--- src/rtl/serial_adder.sv ---
// -----------------------------------------------------------------------------
// serial_adder
//
// Bit-serial adder/subtractor built from one full-adder cell and a carry
// flip-flop. It processes WIDTH bits one per clock, LSB first.
//
// Handshake:
//   - ready is high in IDLE and DONE. While ready is high, start=1 is accepted
//     on the next rising edge and the operands are latched.
//   - busy is high while the serial operation runs.
//   - done pulses high for one cycle, in the same cycle that sum, cout and
//     overflow take their new values.
//   - The results hold until the next operation completes.
//
// Ports:
//   clk      rising-edge clock
//   rst      asynchronous, active-high reset
//   start    request; sampled only while ready=1
//   sub      0 = a+b+cin, 1 = a-b (cin ignored)
//   a, b     WIDTH-bit operands, latched on an accepted start
//   cin      carry-in for add, latched on an accepted start
//   ready    block can accept start
//   busy     serial operation in progress
//   done     one-cycle completion pulse
//   sum      WIDTH-bit result
//   cout     final carry-out (for subtract, 1 = no borrow)
//   overflow two's-complement overflow of the last result
// -----------------------------------------------------------------------------
module serial_adder #(
    parameter int WIDTH = 8
) (
    input  logic             clk,
    input  logic             rst,
    input  logic             start,
    input  logic             sub,
    input  logic [WIDTH-1:0] a,
    input  logic [WIDTH-1:0] b,
    input  logic             cin,
    output logic             ready,
    output logic             busy,
    output logic             done,
    output logic [WIDTH-1:0] sum,
    output logic             cout,
    output logic             overflow
);

    localparam int CW = (WIDTH > 1) ? $clog2(WIDTH) : 1;

    typedef enum logic [1:0] {
        S_IDLE = 2'd0,
        S_ADD  = 2'd1,
        S_DONE = 2'd2
    } state_t;

    state_t           state_q, state_d;
    logic [WIDTH-1:0] sa_q, sa_d;
    logic [WIDTH-1:0] sb_q, sb_d;
    logic [WIDTH-1:0] r_q, r_d;
    logic [WIDTH-1:0] sum_q, sum_d;
    logic [CW-1:0]    cnt_q, cnt_d;
    logic             c_q, c_d;
    logic             cout_q, cout_d;
    logic             ovf_q, ovf_d;

    logic             bit_s;
    logic             bit_c;
    logic             last_bit;

    // The single full-adder cell, operating on the current LSBs.
    always_comb begin
        bit_s    = sa_q[0] ^ sb_q[0] ^ c_q;
        bit_c    = (sa_q[0] & sb_q[0]) | (sb_q[0] & c_q) | (c_q & sa_q[0]);
        last_bit = (cnt_q == CW'(WIDTH - 1));
    end

    always_ff @(posedge clk or posedge rst) begin
        if (rst) begin
            state_q <= S_IDLE;
            sa_q    <= '0;
            sb_q    <= '0;
            r_q     <= '0;
            sum_q   <= '0;
            cnt_q   <= '0;
            c_q     <= 1'b0;
            cout_q  <= 1'b0;
            ovf_q   <= 1'b0;
        end else begin
            state_q <= state_d;
            sa_q    <= sa_d;
            sb_q    <= sb_d;
            r_q     <= r_d;
            sum_q   <= sum_d;
            cnt_q   <= cnt_d;
            c_q     <= c_d;
            cout_q  <= cout_d;
            ovf_q   <= ovf_d;
        end
    end

    always_comb begin
        state_d = state_q;
        sa_d    = sa_q;
        sb_d    = sb_q;
        r_d     = r_q;
        sum_d   = sum_q;
        cnt_d   = cnt_q;
        c_d     = c_q;
        cout_d  = cout_q;
        ovf_d   = ovf_q;

        unique case (state_q)
            // DONE accepts a new start exactly like IDLE. This allows
            // back-to-back operation at one result per WIDTH+1 cycles.
            S_IDLE, S_DONE: begin
                if (start) begin
                    sa_d    = a;
                    // Subtract is a + ~b + 1: invert B and force the carry-in.
                    sb_d    = sub ? ~b : b;
                    c_d     = sub | cin;
                    cnt_d   = '0;
                    state_d = S_ADD;
                end else begin
                    state_d = S_IDLE;
                end
            end

            S_ADD: begin
                sa_d = sa_q >> 1;
                sb_d = sb_q >> 1;
                c_d  = bit_c;
                r_d  = {bit_s, r_q[WIDTH-1:1]};
                if (last_bit) begin
                    sum_d   = {bit_s, r_q[WIDTH-1:1]};
                    cout_d  = bit_c;
                    // c_q here is the carry into the MSB.
                    ovf_d   = c_q ^ bit_c;
                    state_d = S_DONE;
                end else begin
                    cnt_d = cnt_q + CW'(1);
                end
            end

            default: state_d = S_IDLE;
        endcase
    end

    assign ready    = (state_q != S_ADD);
    assign busy     = (state_q == S_ADD);
    assign done     = (state_q == S_DONE);
    assign sum      = sum_q;
    assign cout     = cout_q;
    assign overflow = ovf_q;

endmodule

--- config.mk ---
export PLATFORM = sky130hd
export DESIGN_NAME = serial_adder
export DESIGN_NICKNAME = d
export VERILOG_FILES = /design/src/rtl/serial_adder.sv
export SDC_FILE = /design/constraint.sdc
export NUM_CORES = 1
export LEC_CHECK = 0
export BUFFER_PORTS_ARGS = -buffer_cell sky130_fd_sc_hd__buf_4
export CAP_MARGIN = 20
export CORE_MARGIN = 5
export CORE_UTILIZATION = 48
export DETAILED_ROUTE_END_ITERATION = 6
export GPL_ROUTABILITY_DRIVEN = 0
export PLACE_DENSITY = 0.74
export SYNTH_ARGS = -nofsm -noshare
export SYNTH_HDL_FRONTEND = slang
export SYNTH_SLANG_ARGS = --single-unit
--- constraint.sdc ---
create_clock -name clk -period 1.7 [get_ports clk]
set_clock_uncertainty 0.2 [all_clocks]
set_input_delay 0.255 -clock clk [delete_from_list [all_inputs] [get_ports clk]]
set_output_delay 0.255 -clock clk [all_outputs]
set_load 0.005 [all_outputs]
# Yosys cells after proc, flatten, opt, wreduce, memory -nomap -nowiden
# Cells that the tools add are included.
[op_classes] addsub=1 n_eq_ne=7 mux=13 n_bitwise=10 reduce_logical=6
[op_table] operator="$pmux 8 s2" count=2
[op_table] operator="$mux 8" count=3
[op_table] operator="$not 8->8" count=1
[op_table] operator="$mux 3" count=2
[op_table] operator="$pmux 3 s2" count=1
[op_table] operator="$ne 2x1->1 const B" count=2
[op_table] operator="$ne 2x2->1 const B" count=2
[op_table] operator="$pmux 2 s2" count=1
[op_table] operator="$reduce_and 2->1" count=2
[op_table] operator="$add 3x1->3 const B" count=1
[op_table] operator="$and 1x1->1" count=3
[op_table] operator="$eq 3x3->1 const B" count=1
[op_table] operator="$or 1x1->1" count=3
[op_table] operator="$reduce_and 3->1" count=1
[op_table] operator="$xor 1x1->1" count=3
[op_table] operator="$eq 2x1->1 const B" count=1
[op_table] operator="$eq 2x2->1 const B" count=1
[op_table] operator="$logic_not 2->1" count=1
[op_table] operator="$mux 1" count=2
[op_table] operator="$mux 2" count=1
[op_table] operator="$pmux 1 s2" count=1
[op_table] operator="$reduce_bool 2->1" count=1
[op_table] operator="$reduce_or 2->1" count=1
[totals] register_bits=40 out_inout_bits=13

# Longest topological paths before layout
[logic_depth] word_depth=4 mapped_depth=6 ltp_nobuf=5

# Worst setup path after synthesis
# No wires, ideal clock.
[synth_path] kind="register -> register" start="reg cnt_q[0]" end="reg cout_q, in the netlist cout" setup_time_ns=0.125 t_arrival_ns=1.404 required_ns=1.375 slack_ns=-0.028 path_stages_with_launch=6 path_buffers=1 period_less_slack_ns=1.728 cell_sequence="dfrtp_1 -> ha_1 -> ha_1 -> nand3b_1 -> buf_2 -> mux2_2"
[synth_via] elab_chain_cells=2
[synth_rtl] item="start: declaration" line="60" source="logic [CW-1:0] cnt_q, cnt_d;"
[synth_rtl] item="start signal: assignment" line="93" source="cnt_q <= cnt_d;"
[synth_rtl] item="$eq 3x3->1" line="73" source="last_bit = (cnt_q == CW'(WIDTH - 1));"
[synth_rtl] item="$reduce_and 2->1 (no source line)"
[synth_rtl] item="end signal: assignment" line="95" source="cout_q <= cout_d;"
[synth_rtl] item="end: declaration" line="62" source="logic cout_q, cout_d;"
# No other way between the ends.
# A chain may end at the register's enable or synchronous reset.

# Worst setup path after layout
[layout_path] start="reg cnt_q[0]" end="reg sum_q[1], in the netlist sum[1]"
[layout_via] elab_chain_cells=2
[layout_rtl] item="$eq 3x3->1" line="73"
[layout_rtl] item="$reduce_and 2->1 (no source line)"
[layout_rtl] item="end signal: assignment" line="92" source="sum_q <= sum_d;"
[layout_rtl] item="end: declaration" line="59" source="logic [WIDTH-1:0] sum_q, sum_d;"
# No other way between the ends.

==> impl_metrics.py <==
metrics = {
    "run_status": {
        "outcome": "finished, final reports clean",
    },
    "drt": {
        "ant_nets": 0,
        "detail_route.wl_per_cell_um": 13.88,
        "drt-total-wl_um": 3136,
        "firstDrtPassIters": 4,
        "vias": 1177,
        "drt_iter0_markers": 59,
        "post_drt_via_cell_ratio": 5.208,
        "post-route-drc-count": 0,
    },
    "power": {
        "power.switching_uw": 1216,
        "clock_power_share": 0.120,
        "internal_power_uw": 2626,
        "peakVddDrop_uv": 724.7,
        "p_seq_frac": 0.428,
        "leakagePower_uw": 0.001096,
        "p_comb_frac": 0.452,
        "switching_share": 0.3166,
        "total_power_uw": 3843,
        "p_per_area_nw_per_um2": 1744,
    },
    "logic_synthesis": {
        "syn_inst": 130,
        "synth-seq-cells": 39,
        "yosysWarningCount": 0,
        "yosysUniqueCellTypes": 24,
        "synth_area_per_cell_sq_um": 13.13,
        "netlist_area_sq_um": 1707,
        "ys_seq_area_frac": 0.5718,
        "syn_nets": 154,
    },
    "die": {
        "initial_utilization": 0.5035,
        "coreArea_sq_um": 3390,
        "placementRows": 21,
        "io_pins": 34,
        "dieArea_sq_um": 4848,
        "die_w_um": 69.63,
        "fp.dieH_um": 69.63,
    },
    "timing": {
        "rsz0062_at_grt": "true",
        "period_minus_slack_ns": 1.657,
        "fin_crit_sh": 0.9748,
        "fmax_ghz": 0.6035,
        "finalSetupViolCount": 0,
        "tns_ns": 0,
        "tightest_slew_ns": 0.4782,
        "finalHoldViolations": 0,
        "drv_slew": 0,
        "slew_headroom": 0.6812,
    },
    "job": {
        "drv_cap": 0,
    },
    "critical_path": {
        "path_class": "register to register",
        "setup.worst_path.end_class": "register",
        "critPathArrivalTime_ns": 1.68,
        "start_kind": "register",
        "cp_max_fo": 12,
        "worst_ep_required_time_ns": 1.73,
    },
    "cts": {
        "path_clk_slew_ns": 0.11,
        "cts_root_buf": "clkbuf_4",
        "cts_buffers": 5,
        "cts_sinks": 39,
        "htree_levels": 2,
        "clock_latency_ns": 0.33,
        "clock_path_buffers": 2,
        "cts_tree": "yes",
    },
    "global_routing": {
        "antenna_found_initial": 0,
        "grt_pass1_wl_um": 5520,
        "grt_max_degree": 40,
        "grt_usage": 0.1395,
        "grt-ovfl-total": 0,
        "grt_pass1_vias": 1183,
    },
    "finish": {
        "antennaDiodeCount": 0,
        "nets": 204,
        "area_growth_pct": 29.11,
        "drive_gt1_frac": 0.4333,
        "final_area_sq_um": 2203,
    },
    "placed_design": {
        "dp_hpwl_um": 2296,
        "dpl_cell_area_sq_um": 2012,
        "numPortBuffers": 33,
    },
    "hold_path": {
        "hold_class": "input port to register",
    },
}
-- stage by stage --
step	util	std cells	hold slack, ns	setup slack, ns
after global routing	0.6501	226	0.002507	-0.007442
after global placement	0.5936	207	0.1898	0.02481
after floorplan	-	130	0.1947	0.009708
after detailed placement	0.5936	207	0.2017	-0.05418
final	0.6501	226	0.01543	0.04292
after CTS	0.6323	221	0.001809	0.01049
-- worst max-delay path: stages, from the launching register on --
cell and delay [ns]:
dfrtp_1 0.39, ha_2 0.20, ha_4 0.15, nand3b_1 0.12
buf_12 0.15, mux2_2 0.33
-- routing by layer --
metal	routed length [um]	part of all wire	global-route usage
met1	1345	0.43	0.1777
met2	1575	0.50	0.2225
met3	190	0.061	0.05362
met4	25	0.0080	0.03830
met5	0	0	0
-- synth_stat cells --
library cell	count	share of area
o21ai_0	4	0.012
or3b_1	1	0.0051
dfrtp_1	39	0.57
a22o_1	9	0.046
buf_2	4	0.012
nand3_1	3	0.0088
mux2_2	16	0.11
nor2_1	9	0.020
buf_6	3	0.020
nand3b_1	1	0.0044
xor2_1	1	0.0051
ha_1	2	0.015
fa_1	1	0.012
a221o_1	8	0.047
nor2b_2	1	0.0051
buf_4	1	0.0044
a21o_1	7	0.031
clkbuf_1	1	0.0022
nand2_1	2	0.0044
nor2b_1	2	0.0073
inv_1	5	0.011
nand2b_1	1	0.0037
xnor2_1	8	0.041
nor2_4	1	0.0066
-- cell type report --
cell class / count / area, sq um
clock buffer: 6 / 51.30
clock inverter: 1 / 5.005
fill: 269 / 1186
inverter: 5 / 18.77
multi-input combinational: 77 / 678.2
sequential: 39 / 975.9
tap: 46 / 57.56
timing repair buffer: 52 / 416.7
-- final timing paths --
check,startpoint,end,slack [ns],cells past startpoint
max,cnt_q[0],sum[1],0.04,5
min,a[3],sa_q[3],0.02,3
max reg2reg,cnt_q[0],sum[1],0.04,5
min reg2reg,sa_q[5],sa_q[5],0.29,1
max in group asynchronous,rst,sa_q[4],0.57,4
min in group asynchronous,rst,r_q[4],0.39,4
-- repair_timing --
item,4_1_cts,5_1_grt
setup buffers,3,5
pin swaps,1,2
gates resized for setup,5,5
setup endpoints to repair,14,13
hold endpoints to repair,42,0
hold buffers,4,0
-- cells in the final DEF (no fill, tap or decap), types with 2 or more instances in the layout --
cell and n:
a221o_1 8, nand3_1 2, a22o_1 9, o21ai_0 3, dlygate4sd3_1 4, nor2_1 9
a21o_1 7, mux2_2 15, nor2b_1 2, buf_4 46, clkbuf_4 5, xnor2_1 8
inv_1 4, nand2_1 2, dfrtp_1 39
-- power by group through the flow --
stage	Sequential, uW	Clock (uW)	Combinational [uW]
2_1_floorplan	1600	0	1100
3_3_place_gp	1640	0	1460
3_5_place_dp	1660	0	1550
4_1_cts	1640	477	1640
5_1_grt	1700	512	1930
6_report	1650	461	1740
-- kinds of logic after synthesis --
family	share of synthesized area
DFF	0.5718
xor gates and xnor gates	0.04619
muxes	0.1056
AOI/OAI and AO/OA	0.1356
buffers and inverters	0.04912
adders and majority gates	0.02639
and+or+nand+nor	0.06525
-- registers in the layout, summed over array words and instances, names as in the netlist --
| register | count |
|---|---|
| c_q | 1 |
| cnt_q | 3 |
| sa_q | 8 |
| sb_q | 8 |
| cout | 1 |
| r_q | 7 |
| overflow | 1 |
| state_q | 2 |
| sum | 8 |
Power figures use the tool's default switching activity.
